==> src/rtl/signature_uart_tx.sv <==
// signature_uart_tx
// Pulls a serial signature MSB-first from an external bit source, eight bits
// per character, and sends each assembled byte on a UART 8N1 line, LSB first.
// One request sends NUM_CHARS characters and ends with a one-cycle done pulse.
//
// state    | meaning
// ---------+-------------------------------------------------------------
// IDLE     | line idle high, waiting for start
// LOAD     | one cycle with sig_ld high, reloads the source to bit 319
// GATHER   | eight cycles with sig_en high, shifting source bits into shreg
// START    | UART start bit (tx low) for CLKS_PER_BIT cycles
// DATA     | eight data bits, LSB first, CLKS_PER_BIT cycles each
// STOP     | UART stop bit (tx high) for CLKS_PER_BIT cycles
// FINISH   | one cycle with done high, then back to IDLE

module signature_uart_tx #(
    parameter int CLKS_PER_BIT = 16,
    parameter int NUM_CHARS    = 40
) (
    input  logic clk,
    input  logic reset,
    input  logic start,
    input  logic sig_bit,
    output logic sig_ld,
    output logic sig_en,
    output logic tx,
    output logic busy,
    output logic done
);

    localparam int BAUD_W = (CLKS_PER_BIT > 1) ? $clog2(CLKS_PER_BIT) : 1;
    localparam logic [BAUD_W-1:0] BAUD_LAST = BAUD_W'(CLKS_PER_BIT - 1);
    localparam logic [5:0] CHAR_LAST = 6'(NUM_CHARS - 1);

    typedef enum logic [2:0] {
        ST_IDLE,
        ST_LOAD,
        ST_GATHER,
        ST_START,
        ST_DATA,
        ST_STOP,
        ST_FINISH
    } state_t;

    state_t            state;
    logic [5:0]        char_cnt;
    logic [2:0]        bit_cnt;
    logic [BAUD_W-1:0] baud_cnt;
    logic [7:0]        shreg;
    logic              baud_last;

    assign baud_last = (baud_cnt == BAUD_LAST);

    // Sequencer: state, counters, shift register and all registered outputs.
    // Outputs are assigned alongside the transition into each state so they
    // line up with the registered state without any decode from inputs.
    always_ff @(posedge clk or posedge reset) begin
        if (reset) begin
            state    <= ST_IDLE;
            char_cnt <= '0;
            bit_cnt  <= '0;
            baud_cnt <= '0;
            shreg    <= '0;
            tx       <= 1'b1;
            busy     <= 1'b0;
            done     <= 1'b0;
            sig_ld   <= 1'b0;
            sig_en   <= 1'b0;
        end else begin
            sig_ld <= 1'b0;
            sig_en <= 1'b0;
            done   <= 1'b0;
            case (state)
                ST_IDLE: begin
                    tx       <= 1'b1;
                    busy     <= 1'b0;
                    baud_cnt <= '0;
                    if (start) begin
                        state  <= ST_LOAD;
                        sig_ld <= 1'b1;
                        busy   <= 1'b1;
                    end
                end
                ST_LOAD: begin
                    char_cnt <= '0;
                    bit_cnt  <= '0;
                    state    <= ST_GATHER;
                    sig_en   <= 1'b1;
                end
                ST_GATHER: begin
                    // The source advances on this same edge, so the bit
                    // captured here is the one it presented beforehand.
                    shreg <= {shreg[6:0], sig_bit};
                    if (bit_cnt == 3'd7) begin
                        bit_cnt  <= '0;
                        baud_cnt <= '0;
                        state    <= ST_START;
                        tx       <= 1'b0;
                    end else begin
                        bit_cnt <= bit_cnt + 3'd1;
                        sig_en  <= 1'b1;
                    end
                end
                ST_START: begin
                    if (baud_last) begin
                        baud_cnt <= '0;
                        state    <= ST_DATA;
                        tx       <= shreg[0];
                    end else begin
                        baud_cnt <= baud_cnt + 1'b1;
                    end
                end
                ST_DATA: begin
                    if (baud_last) begin
                        baud_cnt <= '0;
                        if (bit_cnt == 3'd7) begin
                            bit_cnt <= '0;
                            state   <= ST_STOP;
                            tx      <= 1'b1;
                        end else begin
                            bit_cnt <= bit_cnt + 3'd1;
                            tx      <= shreg[bit_cnt + 3'd1];
                        end
                    end else begin
                        baud_cnt <= baud_cnt + 1'b1;
                    end
                end
                ST_STOP: begin
                    if (baud_last) begin
                        baud_cnt <= '0;
                        if (char_cnt == CHAR_LAST) begin
                            state <= ST_FINISH;
                            done  <= 1'b1;
                        end else begin
                            char_cnt <= char_cnt + 6'd1;
                            state    <= ST_GATHER;
                            sig_en   <= 1'b1;
                        end
                    end else begin
                        baud_cnt <= baud_cnt + 1'b1;
                    end
                end
                ST_FINISH: begin
                    state <= ST_IDLE;
                    busy  <= 1'b0;
                    tx    <= 1'b1;
                end
                default: begin
                    state <= ST_IDLE;
                    busy  <= 1'b0;
                    tx    <= 1'b1;
                end
            endcase
        end
    end

endmodule

==> config.mk <==
export PLATFORM = sky130hd
export DESIGN_NAME = signature_uart_tx
export DESIGN_NICKNAME = d
export VERILOG_FILES = /design/src/rtl/signature_uart_tx.sv
export SDC_FILE = /design/constraint.sdc
export NUM_CORES = 1
export LEC_CHECK = 0
export ABC_AREA = 0
export CAP_MARGIN = 20
export CORE_MARGIN = 2
export CORE_UTILIZATION = 35
export CTS_BUF_LIST = sky130_fd_sc_hd__clkbuf_8
export CTS_CLUSTER_SIZE = 20
export DETAILED_ROUTE_END_ITERATION = 6
export PLACE_DENSITY = 0.54
export SLEW_MARGIN = 20
export SYNTH_ARGS = -nofsm -noshare
export SYNTH_HDL_FRONTEND = slang
export SYNTH_SLANG_ARGS = --single-unit
==> constraint.sdc <==
create_clock -name clk -period 3.3 [get_ports clk]
set_input_delay 0.825 -clock clk [delete_from_list [all_inputs] [get_ports clk]]
set_output_delay 0.825 -clock clk [all_outputs]
set_load 0.01 [all_outputs]
# Yosys cells after proc, flatten, opt, wreduce, memory -nomap -nowiden
# Cells that the tools add are included.
# totals
output_inout_bits	5
latchBits	0
mem_bits_ro	0
in_bits	4
register_bits	29
memories	0
ramBits	0
# op_classes
n_bitwise	1
addsub	3
n_eq_ne	15
shift	0
multipliers	0
n_reduce_logical	12
magnitude_cmp	1
div	0
n_mux	34
# op_table
operator	count
3-bit two-way mux	9
3-bit case mux with 6 select lines	1
2-bit != test, second input constant	7
1-bit two-way mux	13
6-bit two-way mux	2
4-bit case mux with 3 select lines	1
6-bit case mux with 2 select lines	1
3-bit == test, second input constant	3
3-bit case mux with 3 select lines	1
4-bit two-way mux	2
6-bit by 1-bit adder with 6-bit output, second input constant	1
3-bit by 2-bit == test with 1-bit output, second input constant	2
6-bit == test, second input constant	1
6-bit AND reduction	1
3-bit nonzero test	2
5-bit OR reduction	1
4-bit by 1-bit adder with 4-bit output, second input constant	1
4-bit == test, second input constant	1
3-bit by 4-bit < comparator with 1-bit output, second input constant	1
1-bit case mux with 4 select lines	1
2-bit AND reduction	2
4-bit AND reduction	1
3-bit by 1-bit adder with 3-bit output, second input constant	1
1-bit binary-select mux with 3-bit select	1
other kinds (9)	9

# Logic depth before layout (Yosys ltp)
# Gate-level depths: netlist of run 1.
# logic_depth
ltp_word	6
mapped_depth	6
ltp_nobuf	6

# Least setup slack after synthesis of run 1
# OpenSTA, ideal clock, no wires.
# synth_path
path_type	reg2reg
from	register baud_cnt[1]
to	register char_cnt[5]
path_stages_with_launch	6
n_path_buf	0
path_slack_ps	1690
t_arrival_ps	1484
period_less_slack_ps	1610
required_time_ps	3174
setup_time_ps	126
cell_sequence	dfrtp_1 ha_1 nand3_2 o21bai_1 a21o_1 a221o_1
# synth_between
elab_chain_len	3
# synth_rtl
item	line	source
from (decl)	48	logic [BAUD_W-1:0] baud_cnt;
from (signal assigned)	110	baud_cnt <= baud_cnt + 1'b1;
from (signal assigned)	125	baud_cnt <= baud_cnt + 1'b1;
from (signal assigned)	140	baud_cnt <= baud_cnt + 1'b1;
4-bit == test	52	assign baud_last = (baud_cnt == BAUD_LAST);
2-bit != test (no line)	-	
3-bit AND reduction (no line)	-	
to (signal assigned)	135	char_cnt <= char_cnt + 6'd1;
to (decl)	46	logic [5:0] char_cnt;
# No other way between the ends.
# A chain may end at the register's enable or synchronous reset.

# Worst setup path in the final report of run 1
# layout_path
from	register tx
to	output tx
# layout_rtl
item	line	source
from (decl)	26	output logic tx,
from (signal assigned)	108	tx <= shreg[0];
from (signal assigned)	122	tx <= shreg[bit_cnt + 3'd1];
# No word-level cell between the ends.

==> results of run 1 <==
==> cell usage in the layout (no fill, tap or decap), types with 2 or more instances in the layout <==
master and n:
mux2_2 15, o21ai_0 8, o21bai_1 2, mux2i_1 2
nor3_1 4, nand2_1 8, a31oi_1 2, dfrtp_1 28
and2_1 2, nor2_1 7, nand3_1 4, clkdlybuf4s50_1 8
inv_1 6, o22a_1 2, a211o_1 2, nor2b_1 3
ha_1 4, and3_1 3, a22oi_1 2, o221ai_1 4
a21oi_1 10, clkbuf_8 6, nor4_1 4, o211ai_1 2
nand2b_1 6, a21boi_0 2, nor3b_1 3, o22ai_1 5
==> power groups by stage <==
stage	Sequential [mW]	Combinational, mW	Clock, mW
floorplan	0.371	0.0126	0
global placement	0.372	0.0215	0
detailed placement	0.372	0.0220	0
CTS	0.366	0.0220	0.397
global route	0.366	0.0244	0.423
finish	0.366	0.0209	0.391
==> per-layer routing <==
metal,global-route usage,part of all wire
met1,0.202,0.47
met2,0.239,0.47
met3,0.0480,0.033
met4,0.0687,0.018
met5,0,0
==> area by class of cell <==
type	instances	area, um^2
Multi-Input combinational cell	123	881
Clock inverter	2	37.5
Inverter	6	22.5
Tap cell	54	67.6
Fill cell	470	2790
Sequential cell	29	727
Timing Repair Buffer	9	87.6
Clock buffer	6	82.6
==> flip-flops by register name, indices dropped and copies added, names as in the netlist <==
name      cells
shreg         8
state         3
tx            1
sig_ld        1
baud_cnt      4
done          1
char_cnt      6
sig_en        1
busy          1
bit_cnt       3
==> how the worst max path moves through the flow <==
stage / cells past startpoint / endpoint / slack (ns)
detailed placement: 6 / tx / 1.28
finish: 1 / tx / 1.13
CTS: 1 / tx / 1.11
floorplan: 5 / char_cnt[5] / 1.69
global placement: 6 / tx / 1.32
global route: 1 / tx / 1.08
==> Yosys cell counts, drive strengths merged (2+ instances only) <==
cell type and n:
a211o 2, a21boi 2, a21oi 10, a22oi 2, a31oi 2, and2 2
and3 3, buf 7, clkbuf 2, dfrtp 28, ha 4, inv 6
mux2 15, mux2i 2, nand2 8, nand2b 6, nand3 5, nor2 8
nor2b 3, nor3 4, nor3b 3, nor4 4, o211ai 2, o21ai 8
o21bai 2, o221ai 4, o22a 2, o22ai 5
==> through the flow <==
step           power, mW  std cells  hold WS [ns]  worst slack [ns]
2_1_floorplan      0.384        167         0.477              1.69
3_3_place_gp       0.393        221         0.489              1.32
3_5_place_dp       0.394        221         0.495              1.28
4_1_cts            0.784        229         0.509              1.11
5_1_grt            0.814        229         0.541              1.08
6_report           0.778        229         0.505              1.13
==> cells by family after synthesis <==
kind of cell | Yosys count | share of synthesized area
buffers and inverters | 15 | 0.0510
flip-flops | 29 | 0.429
AO/OA/AOI/OAI | 49 | 0.197
adder cells (fa/ha/maj) | 4 | 0.0295
AND/OR/NAND/NOR | 53 | 0.182
multiplexers | 17 | 0.112
==> impl_metrics.tcl, run 1 <==
set metrics [dict create \
    outcome "finished clean" \
    postCtsSetupRepairBufs 0 \
    layout.nets 182 \
    die_area_um2 5410 \
    portBuffers 8 \
    hp-start "baud_cnt[0]" \
    max_stage_delay_ns 0.54 \
    postCtsHoldBufs 0 \
    critical_path_class "flop to output port" \
    grt_pass1_wl_mm 6.40 \
    grtUsageTotal 0.156 \
    crit_family "buffers and inverters" \
    path_clk_slew_ns 0.06 \
    chipHeight_um 73.6 \
    worstPathRequired_ns 2.47 \
    combPwrFrac 0.027 \
    max_cap_violations 0 \
    power_switching_mw 0.160 \
    hold_path.class "flop to flop" \
    final_max_slew_viol_count 0 \
    num_rows 25 \
    cp-startpoint "tx" \
    fin_util 0.406 \
    syn_area_um2 1690 \
    synth.net_count 175 \
    vias 1279 \
    htreeDepth 2 \
    powerDensity_nw_per_um2 408 \
    drive_above_1_share 0.183 \
    cts.path.max_buffers 2 \
    wirelength_mm 3.53 \
    clk_latency_ns 0.29 \
    synth_warnings 0 \
    yosys_most_used_dff "dfrtp_1" \
    cp-start-kind "flop" \
    cts_tree "done" \
    grt_overflow 0 \
    r2r_slack_ns 1.23 \
    grt_start_max_net_pins 30 \
    period_minus_slack_ns 2.17 \
    start_util 0.361 \
    drcViolationCount 0 \
    cts_resized 0 \
    antenna_found_initial 0 \
    reg2reg_to "tx" \
    worst_pin_slew_ns 0.752 \
    wl_per_cell_um 15.4 \
    total_leakage_power_nw 0.802 \
    hpwlAfterDp_mm 2.35 \
    avgSynthCellArea_um2 10.1 \
    place_area_um2 1790 \
    synth_seq_cells 29 \
    slowest_stage "clkdlybuf4s50_1" \
    critPathArrivalTime_ns 1.35 \
    hold_depth 1 \
    synth_cells 167 \
    synth_area_leaders "dfrtp_1 (41%), mux2_2 (10%), a21oi_1 (3.0%), ha_1 (3.0%), o21ai_0 (2.4%)" \
    drtIter0Drc 91 \
    holdPathEnd "baud_cnt[0]" \
    fin_area_um2 1910 \
    cp.buffers_inverters 1 \
    first_global_vias 1289 \
    yosysTopAreaCell "dfrtp_1" \
    setup_viol 0 \
    yosysUniqueCellTypes 49 \
    clock.fmax_mhz 460 \
    core_um2 4690 \
    p_int_mw 0.618 \
    seq_power_share 0.470 \
    cp_cell_sequence "clkdlybuf4s50_1" \
    diodes 0 \
    ir_worst_vdd_mv 0.222 \
    ff2ff_path_depth 6 \
    fin_skew_ns 0.00511 \
    via_per_inst 5.59 \
    setup_tns_ns 0 \
    rsz0062_at_grt "no" \
    yosysSeqAreaShare 0.429 \
    ios 9 \
    area_growth_pct 12.5 \
    clock_sinks 29 \
    async_flop_share 1.00 \
    cp_max_fo 2 \
    place.gp.congestion 0.864 \
    final_hold_viol_count 0 \
    maxSlewHeadroom 0.499 \
    numCtsBuffers 5 \
    ant_nets 0 \
    fin_crit_sh 0.658 \
    r2r_start "bit_cnt[0]" \
    firstDrtPassIters 5 \
    cts_root_buffer "clkbuf_8" \
    die_x_um 73.6 \
    clockPowerShare 0.503 \
    swShare 0.206 \
    crit_path_end_kind "output port" \
    synth_top_cell_area_share 0.414 \
    synth_edf_count 0 \
]
Note: power is estimated with default switching activity, not from simulation.
==> run 2, diff against run 1 <==
Settings changed: PLACE_DENSITY 0.54 to 0.56.
Clock period 3.3 ns to 1.8 ns, I/O delays scaled along.
==> run 2 against run 1 <==
  * Hold slack worse by 0.058 ns
  * Sequential share of layout area is 1.8 points lower
  * First-iteration DRC count increased by 9.9%
  * Core utilization up 2.0 points
  * Clock power grew 53%
  * Critical path type is now flop to flop
  * Global-route usage rose by 0.69 points
  * Routed wire length increased by 8.5%
  * Sequential power increased by 83%
  * Register-to-register slack worse by 1.1 ns
  * Non-clock buffer count grew 9
==> impl_metrics.tcl, run 2 (synthesis gave the netlist of run 1 again) <==
set metrics [dict create \
    chipHeight_um 73.6 \
    period_minus_slack_ns 1.68 \
    htreeDepth 2 \
    hpwlAfterDp_mm 2.73 \
    antenna_found_initial 0 \
    max_cap_violations 0 \
    layout.nets 191 \
    fin_crit_sh 0.934 \
    worstPathRequired_ns 1.97 \
    cp.buffers_inverters 0 \
    setup_viol 0 \
    maxSlewHeadroom 0.639 \
    cp_cell_sequence "ha_1 > ha_1 > nor2b_1 > mux2_2 > a21oi_1 > o22ai_1" \
    final_max_slew_viol_count 0 \
    wl_per_cell_um 16.1 \
    route.met2.wl_mm 1.86 \
    cpMostUsedCell "ha_1" \
    start_util 0.361 \
    max_stage_delay_ns 0.41 \
    total_leakage_power_nw 0.850 \
    r2r_slack_ns 0.12 \
    numCtsBuffers 5 \
    final_hold_viol_count 0 \
    drtIter0Drc 100 \
    area_growth_pct 17.9 \
    rsz0062_at_grt "no" \
    hold_path.class "input pin to async pin" \
    die_x_um 73.6 \
    crit_family "adder cells" \
    portBuffers 8 \
    clock.fmax_mhz 595 \
    ios 9 \
    grt_start_max_net_pins 21 \
    vias 1388 \
    r2r_start "bit_cnt[1]" \
    drt-met1-wl_mm 1.76 \
    crit_path_end_kind "flop" \
    postCtsHoldBufs 0 \
    fin_area_um2 2000 \
    first_global_vias 1425 \
    setup_tns_ns 0 \
    regMostFlops "shreg" \
    outcome "finished clean" \
    largestRegisters "shreg x8, char_cnt x6, baud_cnt x4" \
    critPathArrivalTime_ns 1.85 \
    grt_overflow 0 \
    routed-wl-met3_um 136 \
    cp-start-kind "flop" \
    powerDensity_nw_per_um2 656 \
    largest_reg_flops 8 \
    cts_tree "done" \
    diodes 0 \
    die_area_um2 5410 \
    cts_root_buffer "clkbuf_8" \
    ir_worst_vdd_mv 0.383 \
    core_um2 4690 \
    clock_sinks 29 \
    place.gp.congestion 0.915 \
    slowest_stage "dfrtp_1" \
    drcViolationCount 0 \
    clk_latency_ns 0.29 \
    ant_nets 0 \
    wirelength_mm 3.83 \
    highest_layer "met4" \
    num_rows 25 \
    path_clk_slew_ns 0.07 \
    layout_common_cells "dfrtp_1 (28), mux2_2 (15), a21oi_1 (10), buf_4 (9)" \
    place_area_um2 1870 \
    final_common_cell "dfrtp_1" \
    cp_max_fo 8 \
    drive_above_1_share 0.250 \
    grtUsageTotal 0.163 \
    worst_pin_slew_ns 0.541 \
    grt_pass1_wl_mm 6.58 \
    via_per_inst 5.83 \
    critical_path_class "flop to flop" \
    reg2reg_to "state[0]" \
    firstDrtPassIters 4 \
    fin_skew_ns 0.00838 \
    ff2ff_path_depth 6 \
    cts.path.max_buffers 2 \
]
run 2: changes by cell type in the layout (fill, tap and decap cells not counted), sizes merged:
cell,delta
buf,+9
clkinv,+1
clkinvlp,-1
clkbuf,+1
dlygate4sd2,+1
bufinv,-1
clkdlybuf4s50,-1
run 2: per-layer routing:
layer	up-vias	track usage
met4	0	0.0667
met2	24	0.259
li1	657	-
met3	8	0.0549
met1	699	0.202
met5	-	0
run 2: metrics by stage:
step	std cells	power, mW	utilization	setup WS [ns]	hold WS [ns]
finish	238	1.31	0.426	0.118	0.447
CTS	238	1.33	0.419	0.0587	0.457
global route	238	1.37	0.426	0.0279	0.485
global placement	230	0.724	0.398	0.136	0.490
floorplan	167	0.703	-	0.190	0.477
detailed placement	230	0.725	0.398	0.0864	0.499
run 2: how the worst max path moves through the flow:
stage / start / endpoint / slack [ns] / depth (start not counted)
finish: bit_cnt[1] / state[0] / 0.12 / 6
CTS: baud_cnt[1] / char_cnt[5] / 0.06 / 5
global placement: baud_cnt[0] / char_cnt[3] / 0.14 / 5
floorplan: baud_cnt[1] / char_cnt[5] / 0.19 / 5
detailed placement: baud_cnt[1] / char_cnt[4] / 0.09 / 5
global route: bit_cnt[1] / tx / 0.03 / 5
run 2: report_power, final:
part | internal, mW | switching (mW)
clock | 0.345 | 0.254
sequential | 0.663 | 0.00704
combinational | 0.0220 | 0.0190
total | 1.03 | 0.280
run 2: cell type report:
| cell class | instances | area [um^2] |
|---|---|---|
| fillers | 462 | 2690 |
| multi-input cells | 123 | 913 |
| flip-flops and latches | 29 | 727 |
| repair buffers | 18 | 166 |
| clock buffers | 7 | 96.3 |
| well taps | 54 | 67.6 |
| inverters | 6 | 22.5 |
| clock inverters | 1 | 5.00 |
run 2: repair_timing:
| action | in CTS | in global routing |
|---|---|---|
| setup buffers | 0 | 0 |
| gates resized for setup | 1 | 7 |
| pin swaps | 0 | 0 |
| setup endpoints to repair | 1 | 6 |
==> run 3, diff against run 2 <==
Settings changed: SKIP_LAST_GASP from default to 1.
==> results of run 3 <==
Final layout, timing and power as in run 2 (identical DEF).
